**src/rtl/mem_arb_pkg.sv**
```systemverilog
`default_nettype none
// ============================================================================
// Module   : mem_arb_pkg
// Brief    : Shared types for the fetch/data memory port arbiter.
// Revision : 1.0
// ============================================================================
package mem_arb_pkg;

    typedef enum logic [1:0] {
        OWN_NONE  = 2'd0,
        OWN_FETCH = 2'd1,
        OWN_DATA  = 2'd2
    } owner_e;

    typedef enum logic [0:0] {
        PRI_DATA  = 1'b0,
        PRI_FETCH = 1'b1
    } arb_state_e;

    function automatic logic is_read_owner(input owner_e own);
        return own != OWN_NONE;
    endfunction

endpackage
`default_nettype wire

```
**src/rtl/mem_resp_pipe.sv**
```systemverilog
`default_nettype none
// ============================================================================
// Module   : mem_resp_pipe
// Brief    : In-flight owner pipe, read-response routing and sticky error check.
// Revision : 1.0
// ============================================================================
module mem_resp_pipe
    import mem_arb_pkg::*;
#(
    parameter int MEM_LAT = 1,
    parameter int DWIDTH  = 32
) (
    input  logic              clk,
    input  logic              rst,
    input  logic [1:0]        i_push_owner,
    input  logic [DWIDTH-1:0] i_mem_data,
    input  logic              i_mem_data_vld,
    output logic              o_if_rvalid,
    output logic [DWIDTH-1:0] o_if_rdata,
    output logic              o_d_rvalid,
    output logic [DWIDTH-1:0] o_d_rdata,
    output logic              o_err
);

    // Stage k holds the owner of the accept made k+1 cycles ago; the last
    // stage lines up with the cycle the memory returns its data.
    owner_e              r_own [MEM_LAT+1];
    owner_e              w_head;
    logic                w_if_hit;
    logic                w_d_hit;
    logic                w_mismatch;
    logic                r_if_rvalid;
    logic                r_d_rvalid;
    logic [DWIDTH-1:0]   r_if_rdata;
    logic [DWIDTH-1:0]   r_d_rdata;
    logic                r_err;

    assign w_head     = r_own[MEM_LAT];
    assign w_if_hit   = i_mem_data_vld && (w_head == OWN_FETCH);
    assign w_d_hit    = i_mem_data_vld && (w_head == OWN_DATA);
    assign w_mismatch = i_mem_data_vld ? !is_read_owner(w_head) : is_read_owner(w_head);

    always_ff @(posedge clk or posedge rst) begin
        if (rst) begin
            for (int i = 0; i <= MEM_LAT; i++) begin
                r_own[i] <= OWN_NONE;
            end
        end else begin
            r_own[0] <= owner_e'(i_push_owner);
            for (int i = 1; i <= MEM_LAT; i++) begin
                r_own[i] <= r_own[i-1];
            end
        end
    end

    always_ff @(posedge clk or posedge rst) begin
        if (rst) begin
            r_if_rvalid <= 1'b0;
            r_d_rvalid  <= 1'b0;
            r_if_rdata  <= '0;
            r_d_rdata   <= '0;
            r_err       <= 1'b0;
        end else begin
            r_if_rvalid <= w_if_hit;
            r_d_rvalid  <= w_d_hit;
            if (w_if_hit) begin
                r_if_rdata <= i_mem_data;
            end
            if (w_d_hit) begin
                r_d_rdata <= i_mem_data;
            end
            if (w_mismatch) begin
                r_err <= 1'b1;
            end
        end
    end

    assign o_if_rvalid = r_if_rvalid;
    assign o_if_rdata  = r_if_rdata;
    assign o_d_rvalid  = r_d_rvalid;
    assign o_d_rdata   = r_d_rdata;
    assign o_err       = r_err;

endmodule
`default_nettype wire

```
**src/rtl/mem_port_arbiter.sv**
```systemverilog
`default_nettype none
// ============================================================================
// Module   : mem_port_arbiter
// Brief    : Fetch/data arbiter for the shared memory port with starvation guard.
// Revision : 1.0
// ============================================================================
module mem_port_arbiter
    import mem_arb_pkg::*;
#(
    parameter int AWIDTH       = 32,
    parameter int DWIDTH       = 32,
    parameter int MEM_LAT      = 1,
    parameter int MAX_DATA_RUN = 4
) (
    input  logic              clk,
    input  logic              rst,
    input  logic              if_req_i,
    input  logic [AWIDTH-1:0] if_addr_i,
    output logic              if_gnt_o,
    output logic              if_rvalid_o,
    output logic [DWIDTH-1:0] if_rdata_o,
    input  logic              d_req_i,
    input  logic              d_we_i,
    input  logic [AWIDTH-1:0] d_addr_i,
    input  logic [DWIDTH-1:0] d_wdata_i,
    output logic              d_gnt_o,
    output logic              d_rvalid_o,
    output logic [DWIDTH-1:0] d_rdata_o,
    output logic [AWIDTH-1:0] mem_addr_o,
    output logic [DWIDTH-1:0] mem_data_o,
    output logic              mem_read_en_o,
    output logic              mem_write_en_o,
    input  logic [DWIDTH-1:0] mem_data_i,
    input  logic              mem_data_vld_i,
    output logic              err_o
);

    localparam int                 c_CNT_W   = $clog2(MAX_DATA_RUN + 1);
    localparam logic [c_CNT_W-1:0] c_RUN_MAX = c_CNT_W'(MAX_DATA_RUN);

    arb_state_e          r_state;
    arb_state_e          w_state_nxt;
    logic [c_CNT_W-1:0]  r_run_cnt;
    logic [c_CNT_W-1:0]  w_run_cnt_nxt;
    logic                w_if_gnt;
    logic                w_d_gnt;
    logic [1:0]          w_push_owner;
    logic [AWIDTH-1:0]   r_mem_addr;
    logic [DWIDTH-1:0]   r_mem_data;
    logic                r_mem_rd;
    logic                r_mem_wr;

    always_ff @(posedge clk or posedge rst) begin
        if (rst) begin
            r_state   <= PRI_DATA;
            r_run_cnt <= '0;
        end else begin
            r_state   <= w_state_nxt;
            r_run_cnt <= w_run_cnt_nxt;
        end
    end

    always_comb begin
        w_if_gnt      = 1'b0;
        w_d_gnt       = 1'b0;
        w_state_nxt   = r_state;
        w_run_cnt_nxt = r_run_cnt;

        if (!rst) begin
            if (r_state == PRI_FETCH) begin
                w_if_gnt = if_req_i;
                w_d_gnt  = d_req_i & ~if_req_i;
            end else begin
                w_d_gnt  = d_req_i;
                w_if_gnt = if_req_i & ~d_req_i;
            end
        end

        // The run only counts data grants that made a waiting fetch wait longer.
        if (w_if_gnt || !if_req_i) begin
            w_run_cnt_nxt = '0;
        end else if (w_d_gnt) begin
            w_run_cnt_nxt = r_run_cnt + c_CNT_W'(1);
        end

        case (r_state)
            PRI_DATA: begin
                if (w_run_cnt_nxt == c_RUN_MAX) begin
                    w_state_nxt = PRI_FETCH;
                end
            end
            PRI_FETCH: begin
                if (w_if_gnt) begin
                    w_state_nxt = PRI_DATA;
                end
            end
            default: w_state_nxt = PRI_DATA;
        endcase
    end

    always_comb begin
        w_push_owner = OWN_NONE;
        if (w_if_gnt) begin
            w_push_owner = OWN_FETCH;
        end else if (w_d_gnt && !d_we_i) begin
            w_push_owner = OWN_DATA;
        end
    end

    always_ff @(posedge clk or posedge rst) begin
        if (rst) begin
            r_mem_addr <= '0;
            r_mem_data <= '0;
            r_mem_rd   <= 1'b0;
            r_mem_wr   <= 1'b0;
        end else begin
            r_mem_rd <= w_if_gnt | (w_d_gnt & ~d_we_i);
            r_mem_wr <= w_d_gnt & d_we_i;
            if (w_if_gnt) begin
                r_mem_addr <= if_addr_i;
            end else if (w_d_gnt) begin
                r_mem_addr <= d_addr_i;
            end
            if (w_d_gnt && d_we_i) begin
                r_mem_data <= d_wdata_i;
            end
        end
    end

    mem_resp_pipe #(
        .MEM_LAT (MEM_LAT),
        .DWIDTH  (DWIDTH)
    ) u_resp_pipe (
        .clk            (clk),
        .rst            (rst),
        .i_push_owner   (w_push_owner),
        .i_mem_data     (mem_data_i),
        .i_mem_data_vld (mem_data_vld_i),
        .o_if_rvalid    (if_rvalid_o),
        .o_if_rdata     (if_rdata_o),
        .o_d_rvalid     (d_rvalid_o),
        .o_d_rdata      (d_rdata_o),
        .o_err          (err_o)
    );

    assign if_gnt_o       = w_if_gnt;
    assign d_gnt_o        = w_d_gnt;
    assign mem_addr_o     = r_mem_addr;
    assign mem_data_o     = r_mem_data;
    assign mem_read_en_o  = r_mem_rd;
    assign mem_write_en_o = r_mem_wr;

endmodule
`default_nettype wire
```
**config.mk**
```make
export PLATFORM = sky130hd
export DESIGN_NAME = mem_port_arbiter
export DESIGN_NICKNAME = d
export VERILOG_FILES = /design/src/rtl/mem_arb_pkg.sv /design/src/rtl/mem_resp_pipe.sv /design/src/rtl/mem_port_arbiter.sv
export SDC_FILE = /design/constraint.sdc
export NUM_CORES = 1
export LEC_CHECK = 0
export ABC_AREA = 1
export CAP_MARGIN = 20
export CELL_PAD_IN_SITES_DETAIL_PLACEMENT = 1
export CELL_PAD_IN_SITES_GLOBAL_PLACEMENT = 1
export CORE_MARGIN = 10
export CORE_UTILIZATION = 31
export DETAILED_ROUTE_END_ITERATION = 10
export GPL_ROUTABILITY_DRIVEN = 0
export PLACE_DENSITY = 0.92
export SYNTH_ARGS = -nofsm -noshare
export SYNTH_HDL_FRONTEND = slang
export SYNTH_SLANG_ARGS = --single-unit
```
**constraint.sdc**
```tcl
create_clock -name clk -period 7.72 [get_ports clk]
set_input_delay 1.544 -clock clk [delete_from_list [all_inputs] [get_ports clk]]
set_output_delay 1.544 -clock clk [all_outputs]
set_load 0.01 [all_outputs]
```
==> results of run 1 <==
[worst paths after layout]
| kind | startpoint | end | slack (ns) | depth (start not counted) |
|---|---|---|---|---|
| worst max-delay path | rst | if_gnt_o | 2.10 | 5 |
| worst min-delay path | u_resp_pipe.r_own[3]$_DFF_PP0_ | u_resp_pipe.w_head[1]$_DFF_PP0_ | 0.35 | 0 |
| worst max register to register | r_state$_DFF_PP0_ | mem_data_o[5]$_DFFE_PP0P_ | 5.72 | 7 |
| worst min register to register | u_resp_pipe.r_own[3]$_DFF_PP0_ | u_resp_pipe.w_head[1]$_DFF_PP0_ | 0.35 | 0 |
| max in group asynchronous | rst | u_resp_pipe.o_d_rdata[11]$_DFFE_PP0P_ | 5.02 | 3 |
| min in group asynchronous | rst | u_resp_pipe.o_d_rdata[16]$_DFFE_PP0P_ | 1.52 | 2 |
[cells in the final DEF, fill, tap and decap left out, drive strengths merged, types with 5 or more instances in the layout]
cell / instances
clkdlybuf4s50: 268
clkbuf: 17
o21ai: 66
a31oi: 32
nand2: 240
nor2: 33
bufinv: 5
dfrtp: 141
inv: 52
[power groups by stage]
stage / Combinational, mW / Clock (mW) / Sequential [mW]
final: 0.572 / 0.917 / 0.934
after global routing: 0.625 / 0.974 / 0.950
after CTS: 0.585 / 0.938 / 0.936
after detailed placement: 0.580 / 0 / 0.947
after global placement: 0.562 / 0 / 0.937
after floorplan: 0.138 / 0 / 0.996
[registers in the layout, summed over array words and instances (netlist names)]
name,flops
u_resp_pipe.o_if_rdata,32
mem_data_o,32
r_run_cnt,3
u_resp_pipe.r_own,2
u_resp_pipe.o_d_rvalid,1
u_resp_pipe.w_head,2
u_resp_pipe.o_err,1
r_state,1
u_resp_pipe.o_if_rvalid,1
mem_write_en_o,1
u_resp_pipe.o_d_rdata,32
mem_addr_o,32
mem_read_en_o,1
[layout make-up]
type,count,area [um^2],share of cell area [%]
Inverter,47,184,2.04
Timing Repair Buffer,270,2700,29.9
Sequential cell,141,3530,39.1
Multi-Input combinational cell,384,1680,18.6
Clock inverter,15,233,2.58
Tap cell,225,282,3.12
Clock buffer,17,425,4.71
[kinds of logic (layout without fill, tap and decap cells)]
kind of cell / count (synthesis) / after routing / share of synthesized area, %
flops: 141 / 141 / 63.4
fa+ha+maj: 1 / 1 / 0.225
compound gates: 103 / 103 / 10.1
buf+inv: 77 / 349 / 6.43
simple gates: 280 / 280 / 19.9
[critical path, cell delays in order]
cell and delay (ns):
clkdlybuf4s50_1 0.47, inv_6 0.34, nand3_4 0.43, inv_2 0.59, clkdlybuf4s50_1 0.66
[through the flow]
step,hold slack (ns),utilization (%),instances,worst slack (ns)
floorplan,0.331,-,602,2.30
global placement,0.337,47.9,1067,2.08
detailed placement,0.342,47.9,1067,2.03
CTS,0.355,51.7,1099,2.02
global route,0.367,51.7,1099,1.87
finish,0.350,51.7,1099,2.10
[routing by layer]
metal,track usage [%],vias up,share of wire (%)
met5,0,-,0
met4,4.59,0,1.1
met3,8.23,14,10
met2,28.1,206,49
met1,18.2,2450,39
li1,-,2421,-
==> out/results.ini, run 1 <==
[sta]
rsz0062_at_grt=no
tightest_slew_ns=0.993
fmax_mhz=178
slew_violations=0
finClkSkew_ns=0.00845
fin_tns_setup_ns=0
setup_viol_count_final=0
fin_crit_ns=5.62
timing.final.crit_share_pct=72.8
slew_headroom_pct=33.8
hold_viol_final=0

[layout]
diodes=0
area.growth.synth_to_final_pct=62.2
drive_gt1_share_pct=5.61
num-fill-cells=1979
final_cell_area_um2=9030
nNetsFinal=996

[drt]
first_pass_iters=4
final_antenna_net_count=0
wl_per_cell_um=18.2
routed_via_density=4.63
first_iter_violations=153
drc=0
drt-total-wl_um=20000
vias=5091

[global_route]
grt_start_max_net_pins=65
grt_pass1_vias=5660
antenna_found_initial=0
grt_overflow_total=0
track_usage_pct=16.7
grt_pass1_wl_um=31600

[yosys]
netlist_top_cells_count=237 x nand2_1, 141 x dfrtp_1, 62 x o21ai_0, 40 x inv_1, 33 x nor2_1
ys_warn_count=0
syn-instance-count=602
synth_area_leaders=dfrtp_1 63%, nand2_1 16%, o21ai_0 5.6%
synth_top_area_share_pct=63.4
synth.distinct_cells=22
seq_area_frac_synth_pct=63.4
synth_edf_count=0
netlist_area_um2=5570
async_flop_share_pct=100
yosysMostFrequentCell=nand2_1
ys_seq_elements=141
synth_area_leader_cell=dfrtp_1
synth_area_per_cell_um2=9.25
synth_flop_cell=dfrtp_1
syn-num-nets=737

[clock_network]
htreeDepth=4
postCtsSetupRepairBufs=0
cts_hold_buffers=0
path_clk_slew_ns=0.06
cts.sinks=141
tritoncts=yes
cts_resized=0
clkLatencyLatePin_ns=0.42
clockBufferDepth=2
root_buffer=clkbuf_16
numCtsBuffers=17

[flow_run]
drv_cap=0

[placement]
dp_hpwl_um=15300
portBuffers=268
dpl_cell_area_um2=8370

[power_and_ir_drop]
p_int_mw=1.76
p_sw_mw=0.661
comb_power_share_pct=23.6
p_per_area_nw_per_um2=268
total_power_mw=2.42
swShare_pct=27.3
clockPowerShare_pct=37.9
pwr-share-seq_pct=38.5
vdd_drop_max_mv=0.142
p_leak_nw=4.16

[critical_path]
crit_type=input pin to output port
crit_required_ns=6.18
critPathCaptureType=output port
cp_max_fo=42
arrival_ns=4.07
start_kind=input pin

[die]
core_um2=17500
die_w_um=154
chipHeight_um=154
start_util_pct=31.9
core.rowCount=48
io_pins=269
die_area_um2=23700

[worst_hold_path]
hp-class=flip-flop to flip-flop

[run_status]
status=complete, no violations

No activity file was read; power rests on OpenSTA's default activity.
==> inputs of run 2 (changes only) <==
--- a/config.mk
+++ b/config.mk
@@ -10,10 +10,10 @@
 export CELL_PAD_IN_SITES_DETAIL_PLACEMENT = 1
 export CELL_PAD_IN_SITES_GLOBAL_PLACEMENT = 1
 export CORE_MARGIN = 10
-export CORE_UTILIZATION = 31
+export CORE_UTILIZATION = 26
 export DETAILED_ROUTE_END_ITERATION = 10
 export GPL_ROUTABILITY_DRIVEN = 0
-export PLACE_DENSITY = 0.92
+export PLACE_DENSITY = 0.83
 export SYNTH_ARGS = -nofsm -noshare
 export SYNTH_HDL_FRONTEND = slang
 export SYNTH_SLANG_ARGS = --single-unit
==> constraint.sdc (replaced) <==
create_clock -name clk -period 5 [get_ports clk]
set_input_delay 1 -clock clk [delete_from_list [all_inputs] [get_ports clk]]
set_output_delay 1 -clock clk [all_outputs]
set_load 0.01 [all_outputs]
==> run 2 against run 1 <==
Against the previous run:
- non-clock buffer count increased by 1
- wire length is 1.1% higher
- utilization is 8.5 points lower
- clock skew barely moved
- global-route usage fell by 2.3 points
- sequential share of layout area is 0.16 points lower
- sequential cell count unchanged
- sequential power increased by 54%
- cell count grew 4.5%
- largest cell class unchanged
- largest power group unchanged
==> out/results.ini, run 2 (synthesis results as in run 1) <==
[run_status]
status=complete, no violations

[critical_path]
reg2reg_depth=7  ; unchanged
slowest_delay_ns=0.56  ; -0.10 ns
start_kind=input pin
arrival_ns=2.96  ; -1.11 ns
r2r_slack_ns=2.97  ; -2.75 ns
crit_type=input pin to output port
regToRegStartpoint=r_state$_DFF_PP0_
cp_slowest_cell=clkdlybuf4s50_1
cp.depth=5  ; unchanged
cp_max_fo=36  ; -14%
path_buf_inv=4  ; unchanged
crit_required_ns=4.00  ; -2.18 ns
crit_chain=clkdlybuf4s50_1, inv_6, nand3_4, inv_2, clkdlybuf4s50_1
crit_start=rst
regToRegEndpoint=mem_data_o[20]$_DFFE_PP0P_
crit_family=buffers and inverters
endpoint=if_gnt_o
critPathCaptureType=output port
crit_top_cell=clkdlybuf4s50_1

[layout]
seq_area_um2=3530  ; unchanged
num-fill-cells=2408  ; +22%
diodes=0  ; unchanged
layout_commonest_cell=clkdlybuf4s50_1
area.growth.synth_to_final_pct=62.9
final-instance-count-excl-fill=1149  ; +4.5%
final_cell_mix=268 x clkdlybuf4s50_1, 237 x nand2_1, 141 x dfrtp_1, 62 x o21ai_0, 40 x inv_1
multi_input_area_um2=1680  ; unchanged
drive_gt1_share_pct=5.61  ; unchanged
fin_util_pct=43.1  ; -8.5 points
nNetsFinal=997  ; +0.10%
final_cell_area_um2=9070  ; +0.42%

[flow_run]
drv_cap=0  ; unchanged

[global_route]
track_usage_pct=14.4  ; -2.3 points
grt_overflow_total=0  ; unchanged
grt_start_max_net_pins=69  ; +6.2%
grt_pass1_wl_um=31800  ; +0.55%
grt_pass1_vias=5708  ; +0.85%
antenna_found_initial=0  ; unchanged

[clock_network]
tritoncts=yes
postCtsSetupRepairBufs=0  ; unchanged
numCtsBuffers=17  ; unchanged
cts.sinks=141  ; unchanged
htreeDepth=4  ; unchanged
cts_hold_buffers=0  ; unchanged
clockBufferDepth=2  ; unchanged
path_clk_slew_ns=0.06  ; about the same
cts_resized=0  ; unchanged
root_buffer=clkbuf_16
clkLatencyLatePin_ns=0.40  ; -0.02 ns

[power_and_ir_drop]
comb_power_share_pct=23.9  ; +0.3 points
p_int_mw=2.68  ; +52%
p_leak_nw=4.16  ; -0.17%
p_per_area_nw_per_um2=405  ; +51%
p_sw_mw=0.999  ; +51%
total_power_mw=3.68  ; +52%
vdd_drop_max_mv=0.226  ; +60%
swShare_pct=27.2  ; -0.078 points
pwr-share-seq_pct=39.2  ; +0.7 points
clockPowerShare_pct=36.9  ; -1.0 points

[drt]
vias=5076  ; -0.29%
drt-total-wl_um=20200  ; +1.1%
routed_via_density=4.42  ; -4.6%
wl_per_cell_um=17.6  ; -3.3%
first_pass_iters=4  ; unchanged
first_iter_violations=242  ; +58%
final_antenna_net_count=0  ; unchanged
drc=0  ; unchanged

[sta]
setup_viol_count_final=0  ; unchanged
timing.final.crit_share_pct=79.1
rsz0062_at_grt=no
fin_crit_ns=3.96
finClkSkew_ns=0.00834  ; -0.000116 ns
setup_slack_ns=1.04  ; -1.06 ns
slew_headroom_pct=34.4  ; +0.54 points
holdWs_ns=0.360  ; +0.0109 ns
hold_viol_final=0  ; unchanged
fin_tns_setup_ns=0  ; unchanged
slew_violations=0  ; unchanged
fmax_mhz=253
tightest_slew_ns=0.985  ; -0.00817 ns

[die]
start_util_pct=26.5  ; -5.4 points
core_um2=21000  ; +20%
die_w_um=166  ; +8.0%
chipHeight_um=166  ; +8.0%
core.rowCount=53  ; +10%
io_pins=269  ; unchanged
die_area_um2=27700  ; +17%

[placement]
dp.cells=1118  ; +4.8%
pre_cts_slack_ns=0.955  ; -1.07 ns
dpl_cell_area_um2=8440  ; +0.84%
dp_hpwl_um=15500  ; +1.3%
portBuffers=268  ; unchanged

[worst_hold_path]
hp-class=flip-flop to flip-flop

==> run 2: changes by cell type in the layout (fill, tap and decap cells not counted), sizes merged <==
cell / before / now
inv: 52 / 50
clkinv: 4 / 5
clkbuf: 17 / 18
buf: 2 / 3
bufinv: 5 / 4
==> run 2: area by class of cell <==
cell class	count	area share, %
Multi-Input combinational cell	384	18.6
Inverter	47	2.03
Timing Repair Buffer	271	29.8
Tap cell	275	3.79
Clock buffer	18	4.84
Sequential cell	141	38.9
Clock inverter	13	2.06
==> run 2: layer usage <==
layer,track usage [%],vias to the layer above,routed length [um]
li1,-,2416,-
met1,15.6,2449,8190
met2,24.2,198,9750
met3,7.29,13,2020
met4,3.97,0,291
met5,0,-,0
==> run 2: power by group through the flow <==
| stage | clock network, mW | registers, mW | logic (mW) |
|---|---|---|---|
| 6_report | 1.35 | 1.44 | 0.879 |
| 5_1_grt | 1.45 | 1.47 | 0.961 |
| 4_1_cts | 1.39 | 1.45 | 0.901 |
| 3_5_place_dp | 0 | 1.46 | 0.897 |
| 3_3_place_gp | 0 | 1.45 | 0.875 |
| 2_1_floorplan | 0 | 1.54 | 0.213 |
==> run 2: how the worst min path moves through the flow <==
stage                                        start                         endpoint  slack (ns)  depth (start not counted)
floorplan           u_resp_pipe.r_own[2]$_DFF_PP0_  u_resp_pipe.w_head[0]$_DFF_PP0_        0.33                          0
global placement    u_resp_pipe.r_own[2]$_DFF_PP0_  u_resp_pipe.w_head[0]$_DFF_PP0_        0.33                          0
detailed placement  u_resp_pipe.r_own[2]$_DFF_PP0_  u_resp_pipe.w_head[0]$_DFF_PP0_        0.35                          0
CTS                 u_resp_pipe.r_own[2]$_DFF_PP0_  u_resp_pipe.w_head[0]$_DFF_PP0_        0.36                          0
global route        u_resp_pipe.r_own[2]$_DFF_PP0_  u_resp_pipe.w_head[0]$_DFF_PP0_        0.37                          0
finish              u_resp_pipe.r_own[2]$_DFF_PP0_  u_resp_pipe.w_head[0]$_DFF_PP0_        0.36                          0
==> run 2: worst register-to-register path, delay by kind of cell (launching register included) <==
kind / cells / cell delay, ns
buf+inv: 2 / 0.62
flops: 1 / 0.42
simple gates: 5 / 0.92
==> inputs of run 3 (changes only) <==
--- a/config.mk
+++ b/config.mk
@@ -10,10 +10,10 @@
 export CELL_PAD_IN_SITES_DETAIL_PLACEMENT = 1
 export CELL_PAD_IN_SITES_GLOBAL_PLACEMENT = 1
 export CORE_MARGIN = 10
-export CORE_UTILIZATION = 26
+export CORE_UTILIZATION = 29
 export DETAILED_ROUTE_END_ITERATION = 10
 export GPL_ROUTABILITY_DRIVEN = 0
-export PLACE_DENSITY = 0.83
+export PLACE_DENSITY = 0.88
 export SYNTH_ARGS = -nofsm -noshare
 export SYNTH_HDL_FRONTEND = slang
 export SYNTH_SLANG_ARGS = --single-unit
==> constraint.sdc (replaced) <==
create_clock -name clk -period 4 [get_ports clk]
set_input_delay 0.8 -clock clk [delete_from_list [all_inputs] [get_ports clk]]
set_output_delay 0.8 -clock clk [all_outputs]
set_load 0.01 [all_outputs]
==> run 3 against run 2 <==
Against the previous run:
- clock skew is 0.0014 ns higher
- via count is 0.85% higher
- design area decreased by 0.52%
- global-route usage up 1.1 points
- non-clock buffer count increased by 2
- die area decreased by 9.1%
- critical endpoint is now d_gnt_o
- largest cell class unchanged
- highest routed layer unchanged
==> out/results.ini, run 3 (synthesis results as in run 1) <==
[run_status]
status=complete, no violations

[clock_network]
clockBufferDepth=2  ; unchanged
postCtsSetupRepairBufs=0  ; unchanged
cts_hold_buffers=0  ; unchanged
numCtsBuffers=17  ; unchanged
cts.sinks=141  ; unchanged
path_clk_slew_ns=0.06  ; about the same
tritoncts=yes
root_buffer=clkbuf_16
cts_resized=0  ; unchanged
clkLatencyLatePin_ns=0.42  ; +0.02 ns
htreeDepth=4  ; unchanged

[die]
core_um2=18800  ; -11%
core.rowCount=50  ; -5.7%
chipHeight_um=159  ; -4.7%
io_pins=269  ; unchanged
start_util_pct=29.7  ; +3.2 points
die_w_um=159  ; -4.7%
die_area_um2=25100  ; -9.1%

[critical_path]
slowest_delay_ns=0.58  ; +0.02 ns
crit_family=buffers and inverters
start_kind=input pin
crit_type=input pin to output port
crit_chain=clkdlybuf4s50_1, inv_6, nand3_4, inv_2, clkdlybuf4s50_1
crit_required_ns=3.20  ; -0.80 ns
crit_top_cell=clkdlybuf4s50_1
cp_slowest_cell=clkdlybuf4s50_1
path_buf_inv=4  ; unchanged
critPathCaptureType=output port
arrival_ns=2.28  ; -0.68 ns
cp_max_fo=8  ; -78%

[global_route]
use_met2_pct=26.4  ; +2.2 points
grt_overflow_total=0  ; unchanged
grt_start_max_net_pins=77  ; +12%
grt_pass1_wl_um=30100  ; -5.2%
use_met3_pct=6.99  ; -0.30 points
grtUsageMet1_pct=16.5  ; +0.93 points
grt_pass1_vias=5662  ; -0.81%
track_usage_pct=15.4  ; +1.1 points
grt_busiest_layer=met2
antenna_found_initial=0  ; unchanged

[sta]
hold_viol_final=0  ; unchanged
slew_violations=0  ; unchanged
fin_crit_ns=3.08
tightest_slew_ns=0.982  ; -0.00295 ns
setup_viol_count_final=0  ; unchanged
finClkSkew_ns=0.00970  ; +0.00136 ns
fmax_mhz=325
rsz0062_at_grt=no
timing.final.crit_share_pct=76.9
fin_tns_setup_ns=0  ; unchanged
slew_headroom_pct=34.6  ; +0.20 points

[drt]
vias=5119  ; +0.85%
first_iter_violations=220  ; -9.1%
first_pass_iters=4  ; unchanged
wl_per_cell_um=17.9  ; +1.8%
final_antenna_net_count=0  ; unchanged
drc=0  ; unchanged
drt-total-wl_um=19900  ; -1.6%
routed_via_density=4.61  ; +4.3%

[placement]
portBuffers=268  ; unchanged
dp.cells=1078  ; -3.6%
dp_hpwl_um=15000  ; -3.1%

[layout]
layout_commonest_cell=clkdlybuf4s50_1
area.growth.synth_to_final_pct=62.0
nNetsFinal=999  ; +0.20%
fin_util_pct=48.1  ; +4.9 points
diodes=0  ; unchanged
drive_gt1_share_pct=5.70  ; +0.095 points
final-instance-count-excl-fill=1111  ; -3.3%
final_cell_mix=268 x clkdlybuf4s50_1, 237 x nand2_1, 141 x dfrtp_1, 62 x o21ai_0, 40 x inv_1

[worst_hold_path]
hp-class=flip-flop to flip-flop

[power_and_ir_drop]
p_leak_nw=4.15  ; -0.19%
p_per_area_nw_per_um2=501  ; +24%
vdd_drop_max_mv=0.269  ; +19%

[flow_run]
drv_cap=0  ; unchanged

==> run 3: worst paths after layout <==
check                                          startpoint  cells after the start                               endpoint  slack (ns)
min reg2reg                u_resp_pipe.r_own[3]$_DFF_PP0_                      0        u_resp_pipe.w_head[1]$_DFF_PP0_        0.36
max                                                   rst                      5                                d_gnt_o        0.92
max in group asynchronous                             rst                      4  u_resp_pipe.o_d_rdata[16]$_DFFE_PP0P_        2.08
min                        u_resp_pipe.r_own[3]$_DFF_PP0_                      0        u_resp_pipe.w_head[1]$_DFF_PP0_        0.36
min in group asynchronous                             rst                      2                mem_read_en_o$_DFF_PP0_        0.71
max reg2reg                             r_state$_DFF_PP0_                      7             mem_data_o[11]$_DFFE_PP0P_        1.96
==> run 3: per-stage QoR <==
stage / area, um^2 / hold slack, ns / setup WS (ns) / power (mW)
final: 9020 / 0.356 / 0.925 / 4.52
after global routing: 9020 / 0.368 / 0.838 / 4.74
after CTS: 8990 / 0.362 / 0.868 / 4.57
after detailed placement: 8400 / 0.348 / 0.749 / 2.94
after global placement: 8400 / 0.332 / 0.820 / 2.89
after floorplan: 5570 / 0.331 / 0.0728 / 2.19
==> run 3: metal layers <==
| layer | vias to the layer above | wire [um] |
|---|---|---|
| li1 | 2424 | - |
| met1 | 2475 | 7790 |
| met2 | 202 | 9740 |
| met4 | 0 | 291 |
| met5 | - | 0 |
| met3 | 18 | 2100 |
==> run 3: final cells by class <==
type	count	area, um^2
Inverter	47	184
Timing Repair Buffer	273	2740
Clock buffer	21	460
Fill cell	2127	9750
Multi-Input combinational cell	384	1680
Sequential cell	141	3530
Tap cell	234	293
Clock inverter	11	134
==> run 3: power breakdown <==
| group | internal [mW] | switching [mW] |
|---|---|---|
| Sequential | 1.66 | 0.130 |
| Clock | 0.962 | 0.659 |
| Combinational | 0.621 | 0.483 |
| Total | 3.25 | 1.27 |
